[src/rtl/cdn_usb4_os_stats_pkg.sv]
// Shared types and constants for the USB4 ordered-set statistics block.
// No logic; type and constant definitions only.
// No flow control; consumers import these definitions directly.
package cdn_usb4_os_stats_pkg;

    typedef enum logic [1:0] {
        OS_TS1   = 2'd0,
        OS_TS2   = 2'd1,
        OS_SLOS1 = 2'd2,
        OS_SLOS2 = 2'd3
    } os_type_e;

    localparam int NUM_OS_TYPES = 4;

    // Direction selector, also the middle bit of a counter index
    localparam logic DIR_TX = 1'b0;
    localparam logic DIR_RX = 1'b1;

endpackage

[src/rtl/cdn_usb4_sat_counter.sv]
// Saturating event counter with clear and hold controls.
// Latency: an increment is visible on count one cycle after inc.
// No backpressure: clear beats hold, hold beats increment, all-ones never wraps.
module cdn_usb4_sat_counter #(
    parameter int WIDTH = 16
) (
    input  logic             clk,
    input  logic             rst,
    input  logic             inc,
    input  logic             clr,
    input  logic             hold,
    output logic [WIDTH-1:0] count,
    output logic             sat
);

    logic [WIDTH-1:0] count_q;
    logic [WIDTH-1:0] count_d;

    assign count = count_q;
    assign sat   = &count_q;

    // Next-state: clear has top priority, then hold, then a non-wrapping increment
    always_comb begin
        count_d = count_q;
        if (clr) begin
            count_d = '0;
        end else if (hold) begin
            count_d = count_q;
        end else if (inc && !sat) begin
            count_d = count_q + 1'b1;
        end
    end

    // Counter state register
    always_ff @(posedge clk or posedge rst) begin
        if (rst) begin
            count_q <= '0;
        end else begin
            count_q <= count_d;
        end
    end

endmodule

[src/rtl/cdn_usb4_os_stats_monitor.sv]
// Per-lane TX/RX ordered-set counters plus RX run tracking for training lock.
// Latency: counts readable 1 cycle after the strobe, rd_data 1 cycle after rd_en, lock 2 cycles.
// No backpressure: every strobe is accepted, one read result per cycle.
module cdn_usb4_os_stats_monitor
    import cdn_usb4_os_stats_pkg::*;
#(
    parameter int NUM_LANES    = 2,
    parameter int CNT_WIDTH    = 16,
    parameter int CONSEC_WIDTH = 5,
    parameter int LOCK_THRESH  = 16
) (
    input  logic                   clk,
    input  logic                   rst,
    input  logic [NUM_LANES-1:0]   tx_os_valid,
    input  logic [2*NUM_LANES-1:0] tx_os_type,
    input  logic [NUM_LANES-1:0]   rx_os_valid,
    input  logic [2*NUM_LANES-1:0] rx_os_type,
    input  logic [NUM_LANES-1:0]   rx_os_err,
    input  logic                   cnt_clear,
    input  logic                   cnt_freeze,
    input  logic                   rd_en,
    input  logic [1:0]             rd_lane,
    input  logic                   rd_dir,
    input  logic [1:0]             rd_type,
    output logic                   rd_valid,
    output logic [CNT_WIDTH-1:0]   rd_data,
    output logic [NUM_LANES-1:0]   rx_lock,
    output logic [2*NUM_LANES-1:0] rx_lock_type,
    output logic                   any_sat
);

    // Counter index is {lane, dir, type}; 32 slots cover the full rd_lane range
    localparam int NUM_CNT  = NUM_LANES * 2 * NUM_OS_TYPES;
    localparam int RD_SLOTS = 32;
    localparam logic [CONSEC_WIDTH-1:0] CONSEC_MAX = {CONSEC_WIDTH{1'b1}};
    localparam logic [CONSEC_WIDTH-1:0] LOCK_LVL   = CONSEC_WIDTH'(LOCK_THRESH);

    logic [CNT_WIDTH-1:0] cnt_w [NUM_CNT];
    logic [NUM_CNT-1:0]   sat_w;

    for (genvar l = 0; l < NUM_LANES; l++) begin : g_lane
        for (genvar d = 0; d < 2; d++) begin : g_dir
            for (genvar t = 0; t < NUM_OS_TYPES; t++) begin : g_type
                localparam int IDX = l * 8 + d * 4 + t;
                logic inc_w;

                if (d == int'(DIR_TX)) begin : g_tx
                    assign inc_w = tx_os_valid[l] && (tx_os_type[2*l +: 2] == 2'(t));
                end else begin : g_rx
                    assign inc_w = rx_os_valid[l] && (rx_os_type[2*l +: 2] == 2'(t));
                end

                cdn_usb4_sat_counter #(
                    .WIDTH (CNT_WIDTH)
                ) u_cnt (
                    .clk   (clk),
                    .rst   (rst),
                    .inc   (inc_w),
                    .clr   (cnt_clear),
                    .hold  (cnt_freeze),
                    .count (cnt_w[IDX]),
                    .sat   (sat_w[IDX])
                );
            end
        end

        // RX run tracker: length of the current run of identical ordered sets
        os_type_e              last_type_q, last_type_d;
        logic [CONSEC_WIDTH-1:0] consec_q, consec_d;
        logic                    lock_q;
        os_type_e                lock_type_q;
        os_type_e                rx_type_w;

        assign rx_type_w = os_type_e'(rx_os_type[2*l +: 2]);

        // Run update: an error empties the run, a differing type restarts it at 1
        always_comb begin
            last_type_d = last_type_q;
            consec_d    = consec_q;
            if (rx_os_err[l]) begin
                consec_d = '0;
            end else if (rx_os_valid[l]) begin
                if ((rx_type_w == last_type_q) && (consec_q != '0)) begin
                    if (consec_q != CONSEC_MAX) begin
                        consec_d = consec_q + 1'b1;
                    end
                end else begin
                    last_type_d = rx_type_w;
                    consec_d    = CONSEC_WIDTH'(1);
                end
            end
        end

        // Run state and the registered lock view derived from it
        always_ff @(posedge clk or posedge rst) begin
            if (rst) begin
                last_type_q <= OS_TS1;
                consec_q    <= '0;
                lock_q      <= 1'b0;
                lock_type_q <= OS_TS1;
            end else begin
                last_type_q <= last_type_d;
                consec_q    <= consec_d;
                lock_q      <= (consec_q >= LOCK_LVL);
                lock_type_q <= last_type_q;
            end
        end

        assign rx_lock[l]             = lock_q;
        assign rx_lock_type[2*l +: 2] = lock_type_q;
    end

    // Read mux over a zero-padded slot array so out-of-range lanes read 0
    logic [CNT_WIDTH-1:0] rd_mux_w [RD_SLOTS];
    logic [4:0]           rd_idx_w;

    assign rd_idx_w = {rd_lane, rd_dir, rd_type};

    // Populate the implemented slots; the rest stay zero
    always_comb begin
        for (int i = 0; i < RD_SLOTS; i++) begin
            rd_mux_w[i] = '0;
        end
        for (int i = 0; i < NUM_CNT; i++) begin
            rd_mux_w[i] = cnt_w[i];
        end
    end

    logic                 rd_valid_q;
    logic [CNT_WIDTH-1:0] rd_data_q;
    logic                 any_sat_q;

    // Registered read port and saturation summary
    always_ff @(posedge clk or posedge rst) begin
        if (rst) begin
            rd_valid_q <= 1'b0;
            rd_data_q  <= '0;
            any_sat_q  <= 1'b0;
        end else begin
            rd_valid_q <= rd_en;
            if (rd_en) begin
                rd_data_q <= rd_mux_w[rd_idx_w];
            end
            any_sat_q <= |sat_w;
        end
    end

    assign rd_valid = rd_valid_q;
    assign rd_data  = rd_data_q;
    assign any_sat  = any_sat_q;

endmodule

[config.mk]
export PLATFORM = sky130hd
export DESIGN_NAME = cdn_usb4_os_stats_monitor
export DESIGN_NICKNAME = d
export VERILOG_FILES = /design/src/rtl/cdn_usb4_os_stats_pkg.sv /design/src/rtl/cdn_usb4_sat_counter.sv /design/src/rtl/cdn_usb4_os_stats_monitor.sv
export SDC_FILE = /design/constraint.sdc
export NUM_CORES = 1
export LEC_CHECK = 0
export ABC_CLOCK_PERIOD_IN_PS = 9500
export BUFFER_PORTS_ARGS = -buffer_cell sky130_fd_sc_hd__buf_2
export CORE_MARGIN = 5
export CORE_UTILIZATION = 45
export CTS_CLUSTER_SIZE = 28
export DETAILED_ROUTE_END_ITERATION = 10
export GPL_TIMING_DRIVEN = 0
export MAX_ROUTING_LAYER = met4
export SLEW_MARGIN = 20
export SYNTH_ARGS = -nofsm -noshare
export SYNTH_HDL_FRONTEND = slang
export SYNTH_SLANG_ARGS = --single-unit
[constraint.sdc]
create_clock -name clk -period 9.5 [get_ports clk]
set_clock_uncertainty 0.1 [all_clocks]
set_input_delay 1.425 -clock clk [delete_from_list [all_inputs] [get_ports clk]]
set_output_delay 1.425 -clock clk [all_outputs]
set_load 0.03 [all_outputs]
==> results.tsv <==
metric	value	unit
vias in the first global route	13700	
Pleak	7.66	nW
I/O pins	48	
EDFF count, synth	0	
CTS root buffer	clkbuf_16	
Peak VDD IR	0.119	mV
critical path peak fanout	10	
DR DRC count	0	
via/cell ratio	6.04	
met2 WL	23800	um
drt wl/cell	21.7	um
r2r worst-path depth	7	
FF-to-FF Start	g_lane[1].g_dir[0].g_type[0].u_cnt.count[0]	
CTS Buffer Depth	3	
CTS tree	done	
normalized max-slew margin	24.0	%
Final min period	3340	ps
global-route wire length before repair	80600	um
r2r endpoint	any_sat	
clk sink count	294	
Setup CP Type	reg -> reg	
flop2flop setup slack	6160	ps
sequential area share after synthesis	42.3	%
I/O Buffers	42	
Layout Nets	1879	
Final ANT Viol Nets	0	
Mean Syn Cell Area	9.99	um2
Synth Register Bits	294	
Layout area overhead	13.0	%
Hold WC Path Type	reg -> reg	
Worst Path Required	9740	ps
core area	0.0385	mm2
Yosys top cell area share	42.3	%
met3 WL	3450	um
M1 wire length	23000	um
Cells after Synth	1742	
Die W	207	um
Setup-failing EPs final	0	
ranking of synthesized cells by area	dfrtp_1 (42%), mux4_2 (8.3%), xnor2_1 (6.9%)	
Hold Vio Cnt, Final	0	
Mapped Nets	1788	
TritonCTS Buffers	36	
status	completed	
crit start category	register	
RSZ-0062 raised after global routing	false	
initial detailed-routing violation count	1214	
Post-Route WL	51600	um
top_reg_cell synth	dfrtp_1	
Post-synth ARST share	100	%
synthesized area	0.0174	mm2
Ant. Diodes	0	
via count	14400	
top layer in use	met4	
GP Congestion	0.957	
HP Start	g_lane[1].last_type_q[1]	
DP Wirelength	38600	um
Period Utilization, post-route	35.1	%
most numerous cell in the Yosys netlist	dfrtp_1	
CTS H-tree lvls	2	
WHS Path Cells	0	
hold slack	322	ps
worst skew pair latency	550	ps
Max Fclk	300	MHz
Hold EP	g_lane[1].lock_type_q[1]	
# fillers	3501	
clock slew at reported path FFs	60	ps
Pins Over Slew Limit	0	
DIE AREA	0.0427	mm2
YS warnings	0	
Least-Margin Pin Slew	1110	ps
Post-CTS Setup Bufs	0	
initial antenna violation count	0	
post-synth top area cell	dfrtp_1	
grt ovf	0	
gr usage total	25.2	%
Core Rows	72	
Starting Density	45.2	%
Arrival @ worst endpoint	3570	ps
Commonest cells post-synth	dfrtp_1 (294), nor2_1 (243), xnor2_1 (137)	
post-CTS resize count	0	
die height	207	um
Crit. End Element	register	
hold_buf cts	0	
PD cells	143	mW/mm2
max_cap viols	0	
DRT Pass-1 Iters	5	
fraction of layout cells with a size suffix above 1	12.5	%
largest net degree at the start of global routing	34	
Netlist cell types	74	
Total Neg Setup Slack	0	ps
-- power by group --
| group | internal [W] | switching, W | leakage, nW |
|---|---|---|---|
| clock | 0.000823 | 0.000558 | 0.580 |
| combinational | 0.0000502 | 0.000111 | 3.00 |
| sequential | 0.00126 | 0.00000866 | 4.08 |
| total | 0.00213 | 0.000677 | 7.66 |
-- cells by family (layout without fill, tap and decap cells) --
family / after synthesis / count (layout) / share of synthesized area [%]
XOR/XNOR: 205 / 205 / 10.3
buffers and inverters: 119 / 237 / 2.76
AND/OR/NAND/NOR: 837 / 837 / 26.4
flip-flops: 294 / 294 / 42.3
multiplexers: 110 / 110 / 11.0
adder cells (fa/ha/maj): 22 / 22 / 1.58
AO/OA/AOI/OAI: 155 / 155 / 5.65
-- worst max-delay path: stages (launching register included) --
cell and delay (ps):
dfrtp_1 450, ha_1 240, and2_1 200, nand4_1 160, clkbuf_1 380, o211ai_1 330, a2111oi_0 1020, nand3_1 240
-- worst max path at each step --
| stage | depth (start not counted) | startpoint | endpoint |
|---|---|---|---|
| floorplan | 1 | rst | any_sat |
| global placement | 2 | rst | g_lane[1].g_dir[1].g_type[3].u_cnt.count[10] |
| detailed placement | 8 | cnt_freeze | g_lane[0].g_dir[1].g_type[0].u_cnt.count[13] |
| CTS | 7 | g_lane[1].g_dir[0].g_type[0].u_cnt.count[0] | any_sat |
| global route | 7 | g_lane[1].g_dir[0].g_type[0].u_cnt.count[0] | any_sat |
| finish | 7 | g_lane[1].g_dir[0].g_type[0].u_cnt.count[0] | any_sat |
-- cell usage in the layout (no fill, tap or decap), types with 6 or more instances in the layout --
cell	instances
nor2_1	243
ha_1	22
nand4b_1	6
nor2b_1	9
mux4_2	64
nand4_1	84
dfrtp_1	294
o221ai_1	16
nor3b_1	13
o211ai_1	10
clkbuf_8	10
xnor2_1	137
nor3_1	63
mux2i_1	39
buf_12	9
a21oi_1	48
nor4_2	8
mux2_2	6
xor2_1	68
inv_1	27
nand2b_1	17
and2_1	11
o21ai_0	47
and3_1	29
nand3_1	94
nor4_1	42
or3_1	37
or4_1	15
nand2_1	83
clkbuf_16	37
nor4b_1	16
and4_1	24
buf_2	62
clkbuf_1	75
-- per-stage QoR --
stage	instance area [um2]	total power [W]	cells	utilization (%)	setup WS [ps]
finish	19700	0.00281	2378	51.1	6160
global route	19700	0.00291	2378	51.1	6130
CTS	19700	0.00284	2378	51.1	6310
detailed placement	18500	0.00145	2313	48.0	5760
global placement	18300	0.00144	2302	47.5	2080
floorplan	17400	0.00139	1742	-	4070
-- registers in the layout, summed over array words and instances, names as in the netlist --
| name | cells |
|---|---|
| rd_valid | 1 |
| g_lane.last_type_q | 4 |
| any_sat | 1 |
| g_lane.lock_q | 2 |
| g_lane.lock_type_q | 4 |
| g_lane.consec_q | 10 |
| g_lane.g_dir.g_type.u_cnt.count | 256 |
| rd_data | 16 |
-- area by class of cell --
cell class / instances / area (um2) / share of cell area [%]
Clock inverter: 7 / 67.6 / 0.344
Sequential cell: 294 / 7360 / 37.4
Multi-Input combinational cell: 1329 / 9580 / 48.7
Buffer: 91 / 375 / 1.91
Clock buffer: 58 / 1100 / 5.62
Tap cell: 518 / 648 / 3.30
Inverter: 28 / 109 / 0.554
Timing Repair Buffer: 53 / 425 / 2.16
-- layer usage --
metal	global-route usage, %	vias to the layer above
met2	38.4	478
met5	-	-
li1	-	6591
met3	4.39	83
met4	6.89	0
met1	35.1	7200
(Power assumes the default switching activity.)
